## config.mk

```make
export PLATFORM = sky130hd
export DESIGN_NAME = instr_sequencer
export DESIGN_NICKNAME = d
export VERILOG_FILES = /design/src/rtl/instr_sequencer.sv
export SDC_FILE = /design/constraint.sdc
export NUM_CORES = 1
export LEC_CHECK = 0
export BUFFER_PORTS_ARGS = -buffer_cell sky130_fd_sc_hd__buf_2
export CORE_MARGIN = 2
export CORE_UTILIZATION = 44
export DETAILED_ROUTE_END_ITERATION = 10
export PLACE_DENSITY = 0.76
export SLEW_MARGIN = 20
export SYNTH_ARGS = -nofsm -noshare
export SYNTH_HDL_FRONTEND = slang
export SYNTH_SLANG_ARGS = --single-unit
```

## constraint.sdc

```tcl
create_clock -name clk -period 1.98 [get_ports clk]
set_input_delay 0.198 -clock clk [delete_from_list [all_inputs] [get_ports clk]]
set_output_delay 0.198 -clock clk [all_outputs]
set_load 0.1 [all_outputs]
```

## src/rtl/instr_sequencer.sv

```systemverilog
// Fetch/execute sequencer for the single-cycle RV32I datapath: owns the PC, fetches over req/ack, strobes exec_en.
// Optional retired-instruction counter enabled by defining ARISCO_RETIRE_COUNT_EN.
module instr_sequencer #(
  parameter int unsigned           PC_WIDTH = 32,
  parameter logic [PC_WIDTH-1:0]   RESET_PC = '0
) (
  input  logic                clk,
  input  logic                rst_n,
  input  logic                run,
  input  logic                step,
  input  logic                clear,
  output logic                fetch_req,
  output logic [PC_WIDTH-1:0] fetch_addr,
  input  logic                fetch_ack,
  input  logic [31:0]         fetch_data,
  output logic [31:0]         instruction,
  output logic                exec_en,
  output logic                halted,
  output logic                illegal,
  output logic [PC_WIDTH-1:0] pc
`ifdef ARISCO_RETIRE_COUNT_EN
  ,output logic [31:0]        retired
`endif
);

  localparam logic [31:0] NOP    = 32'h0000_0013;
  localparam logic [31:0] EBREAK = 32'h0010_0073;

  typedef enum logic [1:0] {S_IDLE, S_FETCH, S_EXEC, S_HALT} state_e;

  state_e                state_q, state_d;
  logic [PC_WIDTH-1:0]   pc_q, pc_d;
  logic [31:0]           instr_q, instr_d;
  logic                  halted_q, halted_d;
  logic                  illegal_q, illegal_d;
  logic                  oneshot_q, oneshot_d;
  logic                  legal;

  always_comb begin
    unique case (instr_q[6:0])
      7'b0110011, 7'b0010011, 7'b0110111: legal = 1'b1;
      default:                            legal = 1'b0;
    endcase
  end

  // Outputs decoded from state only, so no input reaches them combinationally.
  assign fetch_req   = (state_q == S_FETCH);
  assign fetch_addr  = pc_q;
  assign exec_en     = (state_q == S_EXEC) && legal;
  assign instruction = instr_q;
  assign halted      = halted_q;
  assign illegal     = illegal_q;
  assign pc          = pc_q;

  always_comb begin
    state_d   = state_q;
    pc_d      = pc_q;
    instr_d   = instr_q;
    halted_d  = halted_q;
    illegal_d = illegal_q;
    oneshot_d = oneshot_q;
    if (clear) begin
      state_d   = S_IDLE;
      pc_d      = RESET_PC;
      instr_d   = NOP;
      halted_d  = 1'b0;
      illegal_d = 1'b0;
      oneshot_d = 1'b0;
    end else begin
      unique case (state_q)
        S_IDLE: begin
          if (run || step) state_d = S_FETCH;
          if (step)        oneshot_d = 1'b1;
        end
        S_FETCH: begin
          if (fetch_ack) begin
            instr_d = fetch_data;
            state_d = S_EXEC;
          end
        end
        S_EXEC: begin
          oneshot_d = 1'b0;
          if (legal) begin
            pc_d    = pc_q + PC_WIDTH'(4);
            state_d = (run && !oneshot_q) ? S_FETCH : S_IDLE;
          end else begin
            halted_d  = 1'b1;
            illegal_d = (instr_q != EBREAK);
            state_d   = S_HALT;
          end
        end
        default: ;
      endcase
    end
  end

  always_ff @(posedge clk or negedge rst_n) begin
    if (!rst_n) begin
      state_q   <= S_IDLE;
      pc_q      <= RESET_PC;
      instr_q   <= NOP;
      halted_q  <= 1'b0;
      illegal_q <= 1'b0;
      oneshot_q <= 1'b0;
    end else begin
      state_q   <= state_d;
      pc_q      <= pc_d;
      instr_q   <= instr_d;
      halted_q  <= halted_d;
      illegal_q <= illegal_d;
      oneshot_q <= oneshot_d;
    end
  end

`ifdef ARISCO_RETIRE_COUNT_EN
  logic [31:0] retired_q, retired_d;

  always_comb begin
    retired_d = retired_q;
    if (clear)        retired_d = '0;
    else if (exec_en) retired_d = retired_q + 32'd1;
  end

  always_ff @(posedge clk or negedge rst_n) begin
    if (!rst_n) retired_q <= '0;
    else        retired_q <= retired_d;
  end

  assign retired = retired_q;
`endif

endmodule
```

==> flow_metrics.env, run 1 <==
export IMPL_slowest_stage="dfstp_4"
export IMPL_dp_hpwl_um=5970
export IMPL_antennaDiodeCount=0
export IMPL_power_mw=4.17
export IMPL_synth_edff_count=0
export IMPL_power_leakage_nw=2.16
export IMPL_powerDensity_nw_per_um2=943
export IMPL_placedCellCount=581
export IMPL_ys_ff_latch=67
export IMPL_wl_um=8730
export IMPL_pwr_share_seq_pct=37.9
export IMPL_period_minus_slack_ns=1.94
export IMPL_root_buffer="clkbuf_8"
export IMPL_fillCellCount=742
export IMPL_numCtsBuffers=9
export IMPL_yosysMostFrequentCell="nand2_1"
export IMPL_cp_required_ns=1.78
export IMPL_die_w_um=92.9
export IMPL_synth_compound_area_share_pct=9.60
export IMPL_drc=0
export IMPL_yosys_cell_types_count=49
export IMPL_synth_simple_gate_area_share_pct=25.5
export IMPL_multi_input_area_um2=1500
export IMPL_gp_congestion=0.799
export IMPL_cp_arrival_ns=1.74
export IMPL_die_y_um=92.9
export IMPL_netlist_top_cells_count="nand2_1 (78), dfrtp_1 (64), a21oi_1 (43), buf_4 (34), nor2_1 (27)"
export IMPL_grt_overflow=0
export IMPL_critPathMaxStageDelay_ns=0.61
export IMPL_hold_viol=0
export IMPL_viasPerCell=5.24
export IMPL_ir_worst_vdd_uv=633
export IMPL_fp_dieArea_um2=8630
export IMPL_cp_max_fo=6
export IMPL_hold_class="in2reg"
export IMPL_p_sw_share_pct=43.7
export IMPL_crit_chain="and4b_1 > nand3_2 > clkinv_4 > buf_4 > buf_12"
export IMPL_vias=3173
export IMPL_netlist_instances=383
export IMPL_regArea_um2=1760
export IMPL_power_frac_comb_pct=38.3
export IMPL_clkTransAtPathRegs_ns=0.08
export IMPL_synthMuxAreaShare_pct=0.576
export IMPL_grt_pass1_wl_um=14100
export IMPL_clockPowerShare_pct=23.8
export IMPL_drive_above_1_share_pct=42.5
export IMPL_end_kind="output port"
export IMPL_grt_max_degree=68
export IMPL_std_cell_rows=32
export IMPL_maxSlewViolCount=0
export IMPL_drtPass1Iterations=6
export IMPL_antenna_found_initial=0
export IMPL_rsz0062_at_grt="yes"
export IMPL_synthArstFlopShare_pct=100
export IMPL_area_growth_pct=27.2
export IMPL_outcome="completed"
export IMPL_final_setup_viol_count=0
export IMPL_synth_area_um2=3480
export IMPL_critPathLaunchType="flop"
export IMPL_cts_tree="built"
export IMPL_initial_core_util_pct=45.2
export IMPL_cp_num_buf_inv=3
export IMPL_synth_top_area_share_pct=46.0
export IMPL_io_pins=138
export IMPL_fmax_ghz=0.517
export IMPL_yosysSeqAreaShare_pct=48.3
export IMPL_synth_flop_cell="dfrtp_1"
export IMPL_cts_buffer_depth=2
export IMPL_cts_sinks=67
export IMPL_routedWlPerCell_um=14.4
export IMPL_stdcell_count=606
export IMPL_clock_latency_ns=0.34
export IMPL_grt_pass1_vias=2905
export IMPL_synth_area_leaders="dfrtp_1 (46%), nand2_1 (8.4%), buf_4 (7.3%), a21oi_1 (6.2%), xor2_1 (3.8%)"
export IMPL_power_switching_mw=1.82
export IMPL_yosysWarnings=0
export IMPL_r2r_setup_slack_ns=0.04
export IMPL_syn_area_per_cell_um2=9.08
export IMPL_drt_initial_drc_count=107
export IMPL_fin_skew_ns=0.0117
export IMPL_power_internal_mw=2.35
export IMPL_period_share_pct=97.8
export IMPL_nNetsFinal=541
export IMPL_crit_family="flip-flops"
export IMPL_grt_total_usage_pct=20.7
export IMPL_synth_top_family_by_area="simple AND/OR/NAND/NOR gates"
export IMPL_cap_viol_max_count=0
export IMPL_synthAdderAreaFrac_pct=1.44
export IMPL_coreArea_um2=7690
export IMPL_port_buffers=133
export IMPL_drt_antenna_violating_nets=0
export IMPL_htreeDepth=3
export IMPL_synth_xor_area_share_pct=4.53
export IMPL_path_class="reg2out"
export IMPL_synth_largest_area_cell="dfrtp_1"
[power by group through the flow]
| stage | clock (mW) | combinational [mW] | sequential, mW |
|---|---|---|---|
| 2_1_floorplan | 0 | 0.576 | 2.25 |
| 3_3_place_gp | 0 | 1.52 | 1.60 |
| 3_5_place_dp | 0 | 1.54 | 1.61 |
| 4_1_cts | 1.01 | 1.56 | 1.59 |
| 5_1_grt | 1.08 | 1.71 | 1.60 |
| 6_report | 0.993 | 1.60 | 1.58 |
[cell type report]
| cell class | count | area share [%] |
|---|---|---|
| clock inverters | 3 | 0.339 |
| multi-input cells | 264 | 33.9 |
| flip-flops and latches | 67 | 39.8 |
| clock buffers | 13 | 3.37 |
| inverters | 5 | 0.537 |
| repair buffers | 152 | 19.2 |
| well taps | 102 | 2.89 |
[worst paths after layout]
kind	start	end	cells after the start
max	instruction[0]	exec_en	5
min	fetch_data[11]	instruction[11]	3
max reg2reg	instruction[0]	fetch_addr[28]	6
min reg2reg	halted	halted	2
max in group asynchronous	rst_n	instruction[1]	3
min in group asynchronous	rst_n	fetch_addr[8]	3
[cell families after synthesis]
| logic type | count (synthesis) |
|---|---|
| compound gates | 60 |
| xor+xnor | 18 |
| fa+ha+maj | 4 |
| buf+inv | 55 |
| flops | 67 |
| mux | 2 |
| other cells | 1 |
| simple gates | 176 |
[worst register-to-register path: stages (launching register included)]
cell      delay (ns)
dfstp_4         0.61
and4b_1         0.24
nand3_2         0.11
clkinv_4        0.09
nand4_1         0.20
or4_1           0.47
a21oi_2         0.13
[metrics by stage]
| step | hold slack (ns) | TNS (ns) | setup slack, ns | util, % | area [um2] |
|---|---|---|---|---|---|
| floorplan | -0.0976 | -0.729 | -0.126 | - | 3580 |
| global placement | 0.247 | 0 | 0.0716 | 54.1 | 4160 |
| detailed placement | 0.251 | -0.142 | -0.0370 | 54.1 | 4160 |
| CTS | 0.0622 | 0 | 0.0156 | 56.7 | 4360 |
| global route | 0.0777 | -0.186 | -0.0535 | 57.5 | 4420 |
| finish | 0.0737 | 0 | 0.0443 | 57.5 | 4420 |
[registers in the layout, indices dropped and copies added (netlist names)]
name,flops
instruction,32
state_q,2
illegal,1
oneshot_q,1
halted,1
fetch_addr,30
[cell usage in the layout, fill, tap and decap left out, types with 4 or more instances in the layout]
master	synthesis	final
clkbuf_8	0	10
nand2_1	78	77
nor4_1	5	5
nand3_1	11	10
a21oi_1	43	40
inv_1	4	4
dfrtp_1	64	36
or4_1	6	5
nor2_1	27	26
o21ai_0	5	5
dfrtp_4	0	13
dfrtp_2	0	15
o31ai_1	6	6
nand4_1	14	14
or3_1	4	4
conb_1	1	4
buf_4	34	16
buf_2	1	132
xor2_1	15	15
and3_1	4	4
[layer usage]
metal	vias up	GRT usage (%)	wire, um
met1	1507	27.3	3680
li1	1512	-	-
met4	0	8.46	143
met5	-	0	0
met2	140	32.6	4180
met3	14	5.21	730
[what timing repair did]
item / 4_1_cts / 5_1_grt
endpoints found under the setup margin: 5 / 10
hold endpoints to repair: 64 / 0
resized for setup: 1 / 7
pin swaps: 2 / 0
buffers inserted: 3 / 5
hold buffers: 1 / 0
No activity file was read; power rests on OpenSTA's default activity.
==> run 2, diff against run 1 <==
--- a/config.mk
+++ b/config.mk
@@ -10,6 +10,8 @@
 export CORE_UTILIZATION = 44
 export DETAILED_ROUTE_END_ITERATION = 10
 export PLACE_DENSITY = 0.76
+export RECOVER_POWER = 25
+export SKIP_LAST_GASP = 1
 export SLEW_MARGIN = 20
 export SYNTH_ARGS = -nofsm -noshare
 export SYNTH_HDL_FRONTEND = slang
==> run 2 against run 1 <==
Net effect: die area unchanged; critical endpoint is now fetch_addr[28]; power decreased by 0.11%; hold slack improved by 0.00079 ns; largest cell class unchanged; sequential power about the same.
==> flow_metrics.env, run 2 (synthesis results as in run 1) <==
export IMPL_outcome="completed"
export IMPL_clkTransAtPathRegs_ns=0.08
export IMPL_fillCellCount=743
export IMPL_std_cell_rows=32
export IMPL_cts_sinks=67
export IMPL_drt_initial_drc_count=108
export IMPL_antenna_found_initial=0
export IMPL_crit_family="simple AND/OR/NAND/NOR gates"
export IMPL_die_w_um=92.9
export IMPL_powerDensity_nw_per_um2=945
export IMPL_cap_viol_max_count=0
export IMPL_numCtsBuffers=9
export IMPL_grt_overflow=0
export IMPL_rsz0062_at_grt="yes"
export IMPL_area_growth_pct=26.7
export IMPL_power_switching_mw=1.82
export IMPL_routedWlPerCell_um=14.3
export IMPL_cts_tree="built"
export IMPL_cp_arrival_ns=2.20
export IMPL_hold_class="in2reg"
export IMPL_path_class="reg2reg"
export IMPL_largest_reg_flops=32
export IMPL_power_internal_mw=2.34
export IMPL_pwr_share_seq_pct=37.9
export IMPL_fmax_ghz=0.516
export IMPL_multi_input_area_um2=1500
export IMPL_crit_chain="and4b_1 > nand3_2 > clkinv_4 > nand4_1 > or4_1 > a21oi_2"
export IMPL_drtPass1Iterations=4
export IMPL_clockPowerShare_pct=23.8
export IMPL_period_minus_slack_ns=1.94
export IMPL_nNetsFinal=541
export IMPL_vias=3170
export IMPL_port_buffers=133
export IMPL_fp_dieArea_um2=8630
export IMPL_hold_viol=0
export IMPL_power_frac_comb_pct=38.2
export IMPL_io_pins=138
export IMPL_grt_max_degree=68
export IMPL_maxSlewViolCount=0
export IMPL_period_share_pct=97.8
export IMPL_grt_pass1_vias=2905
export IMPL_gp_congestion=0.799
export IMPL_critPathLaunchType="flop"
export IMPL_clock_latency_ns=0.34
export IMPL_drt_antenna_violating_nets=0
export IMPL_grt_total_usage_pct=20.7
export IMPL_tns_ns=0
export IMPL_wl_um=8690
export IMPL_power_leakage_nw=2.15
export IMPL_final_setup_viol_count=0
export IMPL_cp_required_ns=2.25
export IMPL_power_mw=4.17
export IMPL_drive_above_1_share_pct=42.3
export IMPL_regArea_um2=1760
export IMPL_layout_commonest_cell="buf_2"
export IMPL_slowest_stage="dfstp_4"
export IMPL_slew_headroom_pct=39.6
export IMPL_grt_pass1_wl_um=14100
export IMPL_viasPerCell=5.23
export IMPL_cp_num_buf_inv=1
export IMPL_p_sw_share_pct=43.8
export IMPL_antennaDiodeCount=0
export IMPL_die_y_um=92.9
export IMPL_worst_pin_slew_ns=0.906
export IMPL_cp_max_fo=6
export IMPL_initial_core_util_pct=45.2
export IMPL_stdcell_count=606
export IMPL_end_kind="flop"
export IMPL_critPathMaxStageDelay_ns=0.61
export IMPL_htreeDepth=3
export IMPL_final_cell_mix="buf_2 (132), nand2_1 (77), a21oi_1 (40), dfrtp_1 (36), nor2_1 (27)"
export IMPL_root_buffer="clkbuf_8"
export IMPL_cts_buffer_depth=2
export IMPL_fin_skew_ns=0.0116
export IMPL_ir_worst_vdd_uv=633
export IMPL_drc=0
export IMPL_placedCellCount=581
export IMPL_coreArea_um2=7690
export IMPL_dp_hpwl_um=5970
run 2: final timing paths:
check | depth (start not counted) | endpoint | from | slack (ns)
worst max-delay path | 6 | fetch_addr[28] | instruction[0] | 0.04
worst min-delay path | 3 | instruction[11] | fetch_data[11] | 0.07
worst max register to register | 6 | fetch_addr[28] | instruction[0] | 0.04
worst min register to register | 2 | halted | halted | 0.51
max in group asynchronous | 3 | fetch_addr[2] | rst_n | 0.67
min in group asynchronous | 3 | fetch_addr[8] | rst_n | 0.64
run 2: timing repair:
item                                   CTS  global route
buffers inserted                         3             5
resized for setup                        1             6
hold buffers                             1             0
endpoints found under the hold margin   64             0
pin swaps                                2             0
setup endpoints to repair                5            10
run 2: layout make-up:
| class | instances | share of cell area, % |
|---|---|---|
| Tap cell | 102 | 2.90 |
| Sequential cell | 67 | 39.9 |
| Timing Repair Buffer | 152 | 19.0 |
| Clock buffer | 13 | 3.38 |
| Multi-Input combinational cell | 264 | 33.9 |
| Inverter | 5 | 0.539 |
| Clock inverter | 3 | 0.341 |
run 2: power groups by stage:
stage	Sequential, mW	Clock (mW)	Combinational, mW
finish	1.58	0.993	1.59
global route	1.60	1.08	1.70
CTS	1.59	1.01	1.56
detailed placement	1.61	0	1.54
global placement	1.60	0	1.52
floorplan	2.25	0	0.576
run 2: metrics by stage:
| step | hold slack [ns] | worst slack [ns] | utilization [%] | cell area [um2] |
|---|---|---|---|---|
| floorplan | -0.0976 | -0.126 | - | 3580 |
| global placement | 0.247 | 0.0716 | 54.1 | 4160 |
| detailed placement | 0.251 | -0.0370 | 54.1 | 4160 |
| CTS | 0.0622 | 0.0156 | 56.7 | 4360 |
| global route | 0.0777 | -0.0549 | 57.3 | 4410 |
| finish | 0.0745 | 0.0438 | 57.3 | 4410 |
run 2: routing by layer:
layer | share of wire (%) | track usage (%)
met3 | 7.9 | 5.21
met5 | 0 | 0
met4 | 1.6 | 8.46
met2 | 48 | 32.6
met1 | 42 | 27.3
run 2: worst register-to-register path: cells and delay by family, from the launching register on:
family	cells	cell delay, ns
AOI/OAI and AO/OA	1	0.13
DFF	1	0.61
and+or+nand+nor	4	1.02
buffers and inverters	1	0.10
==> run 3, diff against run 2 <==
--- a/config.mk
+++ b/config.mk
@@ -7,9 +7,10 @@
 export LEC_CHECK = 0
 export BUFFER_PORTS_ARGS = -buffer_cell sky130_fd_sc_hd__buf_2
 export CORE_MARGIN = 2
-export CORE_UTILIZATION = 44
+export CORE_UTILIZATION = 45
+export CTS_BUF_LIST = sky130_fd_sc_hd__clkbuf_4
 export DETAILED_ROUTE_END_ITERATION = 10
-export PLACE_DENSITY = 0.76
+export PLACE_DENSITY = 0.78
 export RECOVER_POWER = 25
 export SKIP_LAST_GASP = 1
 export SLEW_MARGIN = 20
==> run 3 against run 2 <==
Net effect: cell area increased by 1.4%; via count decreased by 1.3%; clock power decreased by 24%; critical path type is now reg2out; sequential cell count unchanged.
==> flow_metrics.env, run 3 (synthesis results as in run 1) <==
export IMPL_area_growth_pct=28.5
export IMPL_reg2regPathDepth=7
export IMPL_cp_arrival_ns=1.70
export IMPL_grt_overflow=0
export IMPL_crit_end="exec_en"
export IMPL_layout_commonest_cell="buf_2"
export IMPL_dp_hpwl_um=6000
export IMPL_tns_ns=0
export IMPL_port_buffers=133
export IMPL_end_kind="output port"
export IMPL_die_w_um=91.9
export IMPL_grt_total_usage_pct=21.1
export IMPL_crit_chain="and4b_1 > nand3_2 > clkinv_4 > buf_6 > buf_12"
export IMPL_placedCellCount=581
export IMPL_final_area_um2=4470
export IMPL_slew_headroom_pct=39.2
export IMPL_root_buffer="clkbuf_4"
export IMPL_fin_skew_ns=0.0165
export IMPL_startpoint="instruction[1]"
export IMPL_hold_viol=0
export IMPL_viasPerCell=5.08
export IMPL_numCtsBuffers=9
export IMPL_cp_max_fo=4
export IMPL_antenna_found_initial=0
export IMPL_htreeDepth=3
export IMPL_maxSlewViolCount=0
export IMPL_clkTransAtPathRegs_ns=0.11
export IMPL_grt_pass1_vias=2989
export IMPL_power_leakage_nw=2.16
export IMPL_grt_pass1_wl_um=14300
export IMPL_period_minus_slack_ns=1.90
export IMPL_drive_above_1_share_pct=42.2
export IMPL_worst_pin_slew_ns=0.911
export IMPL_r2r_setup_slack_ns=0.09
export IMPL_critPathLaunchType="flop"
export IMPL_outcome="completed"
export IMPL_wl_um=8720
export IMPL_gp_congestion=0.828
export IMPL_r2r_start="instruction[1]"
export IMPL_cts_tree="built"
export IMPL_cap_viol_max_count=0
export IMPL_final_cell_mix="buf_2 (132), nand2_1 (77), a21oi_1 (40), dfrtp_1 (36), nor2_1 (26)"
export IMPL_routedWlPerCell_um=14.2
export IMPL_vias=3130
export IMPL_rsz0062_at_grt="yes"
export IMPL_clock_latency_ns=0.40
export IMPL_path_class="reg2out"
export IMPL_drc=0
export IMPL_final_setup_viol_count=0
export IMPL_placed_cell_area_um2=4160
export IMPL_drt_initial_drc_count=64
export IMPL_nNetsFinal=551
export IMPL_period_share_pct=96.0
export IMPL_largest_reg_flops=32
export IMPL_fp_dieArea_um2=8450
export IMPL_stdcell_count=616
export IMPL_initial_core_util_pct=45.7
export IMPL_critPathMaxStageDelay_ns=0.62
export IMPL_grt_max_degree=68
export IMPL_hold_class="in2reg"
export IMPL_r2r_end="fetch_addr[30]"
export IMPL_antennaDiodeCount=0
export IMPL_fin_util_pct=58.7
export IMPL_std_cell_rows=32
export IMPL_cts_buffer_depth=2
export IMPL_ir_worst_vdd_uv=572
export IMPL_slowest_stage="dfstp_4"
export IMPL_cp_required_ns=1.78
export IMPL_fmax_ghz=0.526
export IMPL_io_pins=138
export IMPL_drtPass1Iterations=4
export IMPL_die_y_um=91.9
export IMPL_cts_sinks=67
export IMPL_drt_antenna_violating_nets=0
export IMPL_powerDensity_nw_per_um2=876
export IMPL_coreArea_um2=7610
-- run 3: cell types whose count changed in the layout (fill, tap and decap cells not counted), moves of 2 or more --
cell | previous run | this run
clkbuf_4 | 1 | 13
dlygate4sd3_1 | 1 | 12
clkbuf_8 | 10 | 0
clkbuf_1 | 3 | 0
buf_4 | 16 | 14
o31ai_1 | 6 | 4
o31ai_2 | 0 | 2
-- run 3: timing repair --
| item | in CTS | in global routing |
|---|---|---|
| gates resized for setup | 1 | 9 |
| setup endpoints to repair | 6 | 12 |
| hold endpoints to repair | 75 | 0 |
| hold buffers | 12 | 0 |
| pin swaps | 2 | 6 |
| setup buffers | 5 | 2 |
-- run 3: layout make-up --
type / count / area [um2]
Fill cell: 698 / 3140
Sequential cell: 67 / 1760
Multi-Input combinational cell: 264 / 1500
Timing Repair Buffer: 162 / 945
Tap cell: 102 / 128
Clock buffer: 12 / 90.1
Inverter: 5 / 23.8
Clock inverter: 4 / 18.8
-- run 3: power by group --
part           internal, mW  switching, mW  leakage (nW)
clock                 0.292          0.465        0.0685
sequential             1.49         0.0882         0.866
combinational         0.356           1.22          1.23
-- run 3: per-layer routing --
layer  vias up  track usage (%)  wire length (um)
li1       1524                -                 -
met1      1485             26.2              3640
met2       110             36.5              4390
met3        11             5.26               602
met4         0             6.22                89
met5         -                0                 0
-- run 3: worst min-delay path by stage --
stage	endpoint	slack [ns]	start	cells past startpoint
finish	instruction[13]	0.02	fetch_data[13]	3
global route	instruction[8]	0.02	fetch_data[8]	3
CTS	instruction[13]	0.00001	fetch_data[13]	3
detailed placement	fetch_addr[21]	0.25	rst_n	2
global placement	fetch_addr[20]	0.25	rst_n	2
floorplan	fetch_addr[21]	-0.1	rst_n	0
-- run 3: through the flow --
stage                     hold WS, ns  total power [mW]  setup WS (ns)
after floorplan               -0.0976              2.82         -0.126
after global placement          0.246              3.11         0.0679
after detailed placement        0.251              3.13        -0.0175
after CTS                   0.0000115              3.94        0.00118
after global routing           0.0231              4.13        -0.0135
final                          0.0218              3.91         0.0797
-- run 3: worst max-delay path, delay by kind of cell, from the launching register on --
| kind | cells | cell delay [ns] |
|---|---|---|
| flops | 1 | 0.62 |
| simple gates | 2 | 0.34 |
| buf+inv | 3 | 0.34 |
